File: src/rtl/uart_pkg.sv
// Shared UART definitions used by the receive and transmit paths.
// Holds the receiver FSM state type and the default frame/oversampling sizes.
package uart_pkg;

    typedef enum logic [1:0] {
        IDLE,
        START,
        DATA,
        STOP
    } rx_state_t;

    localparam int OSR      = 16;
    localparam int DATA_W   = 8;
    localparam int MID_TICK = OSR / 2 - 1;

endpackage

File: src/rtl/uart_rx_fifo.sv
// Receive FIFO: DEPTH entries, first-word fall-through head, wrap-bit pointers.
// Ports: push/data in, pop in, head out, full/empty/count out, overflow out.
module rx_fifo #(
    parameter int DATA_W = 8,
    parameter int DEPTH  = 8
) (
    input  logic              clk,
    input  logic              rst_n,
    input  logic              push,
    input  logic [DATA_W-1:0] push_data,
    input  logic              pop,
    output logic [DATA_W-1:0] head,
    output logic              full,
    output logic              empty,
    output logic [$clog2(DEPTH):0] count,
    output logic              overflow
);

    localparam int AW = $clog2(DEPTH);

    logic [DATA_W-1:0] mem [DEPTH];
    logic [AW:0]       wptr;
    logic [AW:0]       rptr;
    logic              pop_ok;
    logic              push_ok;

    assign empty = (wptr == rptr);
    assign full  = (wptr[AW] != rptr[AW]) && (wptr[AW-1:0] == rptr[AW-1:0]);
    assign count = wptr - rptr;
    assign head  = mem[rptr[AW-1:0]];

    // A pop in the same cycle frees a slot, so a push into a full
    // FIFO is still accepted then.
    assign pop_ok   = pop && !empty;
    assign push_ok  = push && (!full || pop_ok);
    assign overflow = push && full && !pop_ok;

    always_ff @(posedge clk or negedge rst_n) begin
        if (!rst_n) begin
            wptr <= '0;
            rptr <= '0;
            for (int i = 0; i < DEPTH; i++) begin
                mem[i] <= '0;
            end
        end else begin
            if (push_ok) begin
                mem[wptr[AW-1:0]] <= push_data;
                wptr              <= wptr + 1'b1;
            end
            if (pop_ok) begin
                rptr <= rptr + 1'b1;
            end
        end
    end

endmodule

File: src/rtl/uart_rx.sv
// UART receiver: 16x oversampled 8N1 frame recovery into an 8-entry FIFO.
// Ports: clk/rst_n, baud_tick, rxd, rd_rcv_fifo, err_clr; FIFO head/flags/count, sticky errors.
module uart_rx #(
    parameter int DATA_W = uart_pkg::DATA_W,
    parameter int DEPTH  = 8,
    parameter int OSR    = uart_pkg::OSR
) (
    input  logic                    clk,
    input  logic                    rst_n,
    input  logic                    baud_tick,
    input  logic                    rxd,
    input  logic                    rd_rcv_fifo,
    input  logic                    err_clr,
    output logic [DATA_W-1:0]       rcv_fifo_data,
    output logic                    rf_full,
    output logic                    rf_empty,
    output logic [$clog2(DEPTH):0]  rf_count,
    output logic                    framing_err,
    output logic                    overrun_err
);

    import uart_pkg::*;

    localparam int TW = $clog2(OSR);
    localparam int BW = (DATA_W > 1) ? $clog2(DATA_W) : 1;

    localparam logic [TW-1:0] MID  = TW'(OSR / 2 - 1);
    localparam logic [TW-1:0] LAST = TW'(OSR - 1);
    localparam logic [BW-1:0] LAST_BIT = BW'(DATA_W - 1);

    rx_state_t         state;
    logic              sync1;
    logic              sync2;
    logic              prev;
    logic [TW-1:0]     tick_cnt;
    logic [BW-1:0]     bit_cnt;
    logic [DATA_W-1:0] shreg;
    logic              fall;
    logic              stop_smp;
    logic              push;
    logic              bad_stop;
    logic              overflow;

    assign fall     = prev && !sync2;
    assign stop_smp = (state == STOP) && baud_tick && (tick_cnt == LAST);
    assign push     = stop_smp && sync2;
    assign bad_stop = stop_smp && !sync2;

    always_ff @(posedge clk or negedge rst_n) begin
        if (!rst_n) begin
            sync1 <= 1'b1;
            sync2 <= 1'b1;
            prev  <= 1'b1;
        end else begin
            sync1 <= rxd;
            sync2 <= sync1;
            prev  <= sync2;
        end
    end

    always_ff @(posedge clk or negedge rst_n) begin
        if (!rst_n) begin
            state    <= IDLE;
            tick_cnt <= '0;
            bit_cnt  <= '0;
            shreg    <= '0;
        end else begin
            unique case (state)
                IDLE: begin
                    tick_cnt <= '0;
                    bit_cnt  <= '0;
                    if (fall) begin
                        state <= START;
                    end
                end
                START: begin
                    if (baud_tick) begin
                        if (tick_cnt == MID) begin
                            tick_cnt <= '0;
                            // A high line at mid-start is a glitch.
                            state    <= sync2 ? IDLE : DATA;
                        end else begin
                            tick_cnt <= tick_cnt + 1'b1;
                        end
                    end
                end
                DATA: begin
                    if (baud_tick) begin
                        if (tick_cnt == LAST) begin
                            tick_cnt <= '0;
                            shreg    <= {sync2, shreg[DATA_W-1:1]};
                            if (bit_cnt == LAST_BIT) begin
                                bit_cnt <= '0;
                                state   <= STOP;
                            end else begin
                                bit_cnt <= bit_cnt + 1'b1;
                            end
                        end else begin
                            tick_cnt <= tick_cnt + 1'b1;
                        end
                    end
                end
                STOP: begin
                    if (baud_tick) begin
                        if (tick_cnt == LAST) begin
                            tick_cnt <= '0;
                            state    <= IDLE;
                        end else begin
                            tick_cnt <= tick_cnt + 1'b1;
                        end
                    end
                end
                default: begin
                    state    <= IDLE;
                    tick_cnt <= '0;
                end
            endcase
        end
    end

    // Sticky flags: a new event wins over a clear in the same cycle.
    always_ff @(posedge clk or negedge rst_n) begin
        if (!rst_n) begin
            framing_err <= 1'b0;
            overrun_err <= 1'b0;
        end else begin
            if (bad_stop) begin
                framing_err <= 1'b1;
            end else if (err_clr) begin
                framing_err <= 1'b0;
            end
            if (overflow) begin
                overrun_err <= 1'b1;
            end else if (err_clr) begin
                overrun_err <= 1'b0;
            end
        end
    end

    rx_fifo #(
        .DATA_W (DATA_W),
        .DEPTH  (DEPTH)
    ) u_fifo (
        .clk       (clk),
        .rst_n     (rst_n),
        .push      (push),
        .push_data (shreg),
        .pop       (rd_rcv_fifo),
        .head      (rcv_fifo_data),
        .full      (rf_full),
        .empty     (rf_empty),
        .count     (rf_count),
        .overflow  (overflow)
    );

endmodule

File: config.mk
export PLATFORM = sky130hd
export DESIGN_NAME = uart_rx
export DESIGN_NICKNAME = d
export VERILOG_FILES = /design/src/rtl/uart_pkg.sv /design/src/rtl/uart_rx_fifo.sv /design/src/rtl/uart_rx.sv
export SDC_FILE = /design/constraint.sdc
export NUM_CORES = 1
export LEC_CHECK = 0
export CORE_ASPECT_RATIO = 2
export CORE_UTILIZATION = 60
export CTS_BUF_LIST = sky130_fd_sc_hd__clkbuf_4 sky130_fd_sc_hd__clkbuf_8
export DETAILED_ROUTE_END_ITERATION = 6
export HOLD_SLACK_MARGIN = 0.05
export PLACE_DENSITY = 0.79
export SYNTH_ARGS = -nofsm -noshare
export SYNTH_HDL_FRONTEND = slang
export SYNTH_SLANG_ARGS = --single-unit
File: constraint.sdc
create_clock -name clk -period 3.6 [get_ports clk]
set_input_delay 0.36 -clock clk [delete_from_list [all_inputs] [get_ports clk]]
set_output_delay 0.36 -clock clk [all_outputs]
set_load 0.02 [all_outputs]
## Word-level counts from Yosys, hierarchy flattened

Cells that the tools add are included.

- Bits in registers: 94
- Output and inout port bits: 16

- $add $sub $neg: 5
- $lt $le $gt $ge: 3
- Equal/unequal tests: 18
- Muxes and demuxes: 28
- Bitwise gates (word level): 2
- Reductions and logical operators: 25

Operator list:

| cell | number |
|---|---|
| 64-bit bitwise mux | 1 |
| 8-bit binary-select mux with 3-bit select | 1 |
| 8-bit demux with 3-bit select | 1 |
| 8-bit two-way mux | 3 |
| 2-bit two-way mux | 9 |
| 4-bit two-way mux | 4 |
| 2-bit inequality test, second input constant | 7 |
| 4-bit by 1-bit adder with 4-bit output, second input constant | 3 |
| 4-bit one-hot mux with 3 select lines | 1 |
| 1-bit logical AND | 11 |
| 3-bit two-way mux | 3 |
| 4-bit greater-or-equal comparator, second input constant | 2 |
| 3-bit inverter with 4-bit output | 2 |
| 2-bit one-hot mux with 4 select lines | 1 |
| 8-bit AND reduction | 1 |
| 3-bit one-hot mux with 2 select lines | 1 |
| 3-bit AND reduction | 2 |
| 2-bit nonzero test | 3 |
| 2-bit equality test, second input constant | 2 |
| 4-bit by 3-bit equality test with 1-bit output, second input constant | 1 |
| 4-bit equality test | 1 |
| 4-bit equality test, second input constant | 1 |
| 1-bit logical NOT | 4 |
| 4-bit by 1-bit < comparator with 1-bit output, second input constant | 1 |
| other kinds (12) | 15 |

## Longest topological paths before layout

- Word-level depth: 7
- Gate-level depth with buffers: 9

## Modules after synthesis

Synthesis repeated with hierarchy kept, for this count alone.

- Cell total of the unflattened synthesis: 325
- Area, all modules: 4526.8 µm²

Modules (own cells, without submodules):

| module | instances | cells an instance | area an instance (µm²) |
|---|---|---|---|
| rx_fifo | 1 | 235 | 3468.3 |
| uart_rx | 1 | 90 | 1058.5 |

## Worst setup path after synthesis

Ideal clock, no wire load.

- Kind: register to register
- Start point: register u_fifo.rptr[1]
- End point: register u_fifo.mem[40] (netlist bit)
- Library setup time: 125 ps
- Data arrival time: 2722 ps
- Slack: 753 ps
- Cell stages (with the launch flop): 9
- Path buffers: 2
- Period minus slack after synthesis: 2847 ps
- Cells stage by stage: dfrtp_1 > clkbuf_1 > buf_1 > inv_1 > ha_1 > nand3_1 > o311ai_4 > nor4_2 > mux2_2

- Cells in the longest elaborated chain, start to end: 5
- Elaborated cells on any way between the ends: 8
- Classes of those cells: 2 x eq/ne; 6 x reduce/logical

Ends and longest elaborated chain:

| what | line | source |
|---|---|---|
| start: declaration | uart_rx_fifo.sv:23 | `logic [AW:0] rptr;` |
| start signal: assignment | uart_rx_fifo.sv:51 | `rptr <= rptr + 1'b1;` |
| 4-bit equality test / 3-bit equality test (equally long branches) | uart_rx_fifo.sv:27, uart_rx_fifo.sv:28 |  |
| 1-bit logical NOT / 1-bit logical AND (equally long branches) | uart_rx_fifo.sv:34, uart_rx_fifo.sv:28 |  |
| 1-bit logical AND / 1-bit logical NOT (equally long branches) | uart_rx_fifo.sv:34, uart_rx_fifo.sv:35 |  |
| 1-bit logical OR * | uart_rx_fifo.sv:35 | `assign push_ok = push && (!full \|\| pop_ok);` |
| 1-bit logical AND * | uart_rx_fifo.sv:35 |  |
| end signal: indexed assignment | uart_rx_fifo.sv:47 | `mem[wptr[AW-1:0]] <= push_data;` |
| end: declaration | uart_rx_fifo.sv:21 | `logic [DATA_W-1:0] mem [DEPTH];` |

Mark *: on every way between the ends. The rest lies on a longest branch, timed or not.
A chain may end at the register's enable or synchronous reset.

## Final worst setup path

- Start point: register u_fifo.rptr[0]
- End point: output rcv_fifo_data[1]

- Cells in the longest elaborated chain, start to end: 4

Ends and longest elaborated chain:

| what | line | source |
|---|---|---|
| 3-bit inverter with 4-bit output (not written as such) | uart_rx_fifo.sv:30 | `assign head = mem[rptr[AW-1:0]];` |
| 8-bit binary-select mux with 3-bit select | uart_rx_fifo.sv:30 |  |
| 8-bit two-way mux (not written as such) (2 in series) | uart_rx_fifo.sv:30 |  |
| end: declaration | uart_rx.sv:14 | `output logic [DATA_W-1:0] rcv_fifo_data,` |

Every way passes these cells. The select of a mux whose other input is x is not followed.

==> flow_metrics.py <==
metrics = {
    "die": {
        "die_w_um": 63.1,
        "num_rows": 44,
        "die_area_mm2": 0.00785,
        "io_pins": 22,
        "core_mm2": 0.00727,
        "die_y_um": 124,
        "start_util_pct": 61.7,
    },
    "logic_synthesis": {
        "syn_nets": 346,
        "yosysWarnings": 0,
        "synth_ff_type": "dfrtp_1",
        "synth_top_area_share_pct": 50.8,
        "syn_area_mm2": 0.00449,
        "netlist_instances": 331,
        "seq_area_frac_synth_pct": 52.5,
        "synth-edff-count": 0,
        "async_flop_share_pct": 100,
        "synth.most_common_cell": "dfrtp_1",
        "synth.distinct_cells": 47,
        "synth_top_cell_by_area": "dfrtp_1",
        "synth_commonest_cells": "dfrtp_1, mux2_2, nand2_1",
        "avgSynthCellArea_um2": 13.6,
        "ys_ff_latch": 94,
        "synthTopCellsByArea": "dfrtp_1, mux2_2, mux4_2",
    },
    "timing": {
        "rsz0062_at_grt": "false",
        "fin_crit_sh_pct": 83.9,
        "hold_violations": 0,
        "fin_tns_setup_ns": 0,
        "setup_violations": 0,
        "skew_ns": 0.00610,
        "fmax_ghz": 0.331,
        "maxSlewViolCount": 0,
        "slew_headroom_pct": 39.5,
        "tightest_slew_ns": 0.902,
        "period_minus_slack_ns": 3.02,
    },
    "clock_tree": {
        "postCtsSetupBuffers": 0,
        "cts_buffers": 9,
        "post_cts_resized": 0,
        "cts_tree": "yes",
        "cts.sinks": 94,
        "holdBufCountCts": 0,
        "clkLatencyLatePin_ns": 0.37,
        "root_buffer": "clkbuf_8",
        "path_clk_slew_ns": 0.08,
        "clock_path_buffers": 2,
        "h-tree-depth": 3,
    },
    "setup_path": {
        "reg2reg_depth": 7,
        "critPathMaxFanout": 11,
        "crit_path_end_kind": "output port",
        "path_class": "reg -> out",
        "cp.required_ns": 3.24,
        "crit_arrival_ns": 2.66,
        "worstSetupStartpointType": "flop",
    },
    "layout": {
        "fin_area_mm2": 0.00496,
        "layout-drive-gt1-share_pct": 36.1,
        "diodes": 0,
        "nets": 365,
        "syn_to_final_growth_pct": 10.7,
    },
    "power_and_ir_drop": {
        "p_leak_nw": 2.36,
        "peakVddDrop_uv": 357,
        "power_density_mw_per_mm2": 590,
    },
    "hold_path": {
        "hold_path.class": "in -> async",
    },
    "grt": {
        "grt_util_all_layers_pct": 25.5,
        "grt_pass1_wl_um": 14800,
        "overflow": 0,
        "antenna_found_initial": 0,
        "grt_max_degree": 74,
        "grt_pass1_vias": 2848,
    },
    "drt": {
        "ant_nets": 0,
        "routed_wl_um": 8780,
        "routed-via-count": 2689,
        "drtIter0Drc": 132,
        "drc": 0,
        "wl_per_cell_um": 19.6,
        "dr.pass1.iters": 4,
        "viasPerCell": 6.02,
    },
    "place": {
        "dpl.hpwl_um": 6190,
        "portBuffers": 21,
        "gp_congestion": 0.812,
        "placed_area_mm2": 0.00477,
    },
    "run": {
        "cap_violations": 0,
    },
    "outcome": {
        "outcome": "finished clean",
    },
}
## placed cells by master (no fill, tap or decap), drive strengths merged, types with 6 or more instances in the layout
cell	count
nand2	37
clkdlybuf4s50	20
nor2	10
ha	8
o21ai	6
dfrtp	91
inv	8
nand3	8
buf	8
mux4	16
mux2	73
xnor2	8
clkbuf	14
## routing by layer
| layer | global-route usage, % | part of all wire (%) |
|---|---|---|
| met5 | 0 | 0 |
| met2 | 42.9 | 55 |
| met1 | 30.8 | 40 |
| met3 | 3.57 | 2.1 |
| met4 | 14.1 | 2.8 |
## worst paths after layout
check                                                start                    endpoint  slack [ns]
min in group clk                           sync1$_DFF_PN1_             sync2$_DFF_PN1_        0.37
worst max register to register  u_fifo.rptr[2]$_DFFE_PN0P_  u_fifo.mem[28]$_DFFE_PN0P_        0.72
worst min register to register             sync1$_DFF_PN1_             sync2$_DFF_PN1_        0.37
worst min-delay path                                 rst_n  u_fifo.wptr[0]$_DFFE_PN0P_        0.10
max in group asynchronous                            rst_n  u_fifo.mem[50]$_DFFE_PN0P_        2.69
worst max-delay path            u_fifo.rptr[0]$_DFFE_PN0P_            rcv_fifo_data[1]        0.58
## cell type report
type,instances,area [um2]
Sequential cell,94,2360
Fill cell,531,2300
Multi-Input combinational cell,208,2000
Timing Repair Buffer,28,260
Clock buffer,14,161
Tap cell,92,115
Clock inverter,2,35.0
Inverter,9,33.8
## per-stage QoR
stage | hold WS [ns] | setup WS [ns] | std cells | total power, mW | util [%]
floorplan | 0.0644 | 0.753 | 331 | 1.93 | -
global placement | 0.350 | 0.810 | 431 | 2.23 | 65.6
detailed placement | 0.350 | 0.760 | 431 | 2.26 | 65.6
CTS | 0.159 | 0.524 | 447 | 2.96 | 68.3
global route | 0.191 | 0.403 | 447 | 3.09 | 68.3
finish | 0.101 | 0.580 | 447 | 2.93 | 68.3
## cells by family (layout without fill, tap and decap cells)
kind of cell             after synthesis  after routing  share of synthesized area [%]
AO/OA/AOI/OAI                         26             26                           4.35
XOR/XNOR                              11             11                           2.32
adder cells (fa/ha/maj)                9              9                           2.68
buffers and inverters                 29             53                           2.82
flip-flops                            94             94                           52.5
AND/OR/NAND/NOR                       71             71                           8.51
multiplexers                          91             91                           26.8
## critical path, cell delays in order, from the launching register on
cell and delay [ns]:
dfrtp_1 0.70, buf_4 0.36, mux4_2 0.54, nand2_1 0.08, nand2_1 0.06, clkdlybuf4s50_1 0.55
## power breakdown
| part | total [mW] | internal, mW | leakage [nW] | switching (mW) |
|---|---|---|---|---|
| sequential | 1.32 | 1.14 | 1.26 | 0.178 |
| clock | 0.702 | 0.360 | 0.106 | 0.342 |
| combinational | 0.912 | 0.413 | 0.991 | 0.499 |
| total | 2.93 | 1.91 | 2.36 | 1.02 |
## registers in the layout, summed over array words and instances (netlist names), named ones only
signal	cells
bit_cnt	3
sync1	1
framing_err	1
u_fifo.wptr	4
overrun_err	1
sync2	1
prev	1
state	1
shreg	8
u_fifo.mem	64
u_fifo.rptr	4
tick_cnt	4
Power figures use the tool's default switching activity.
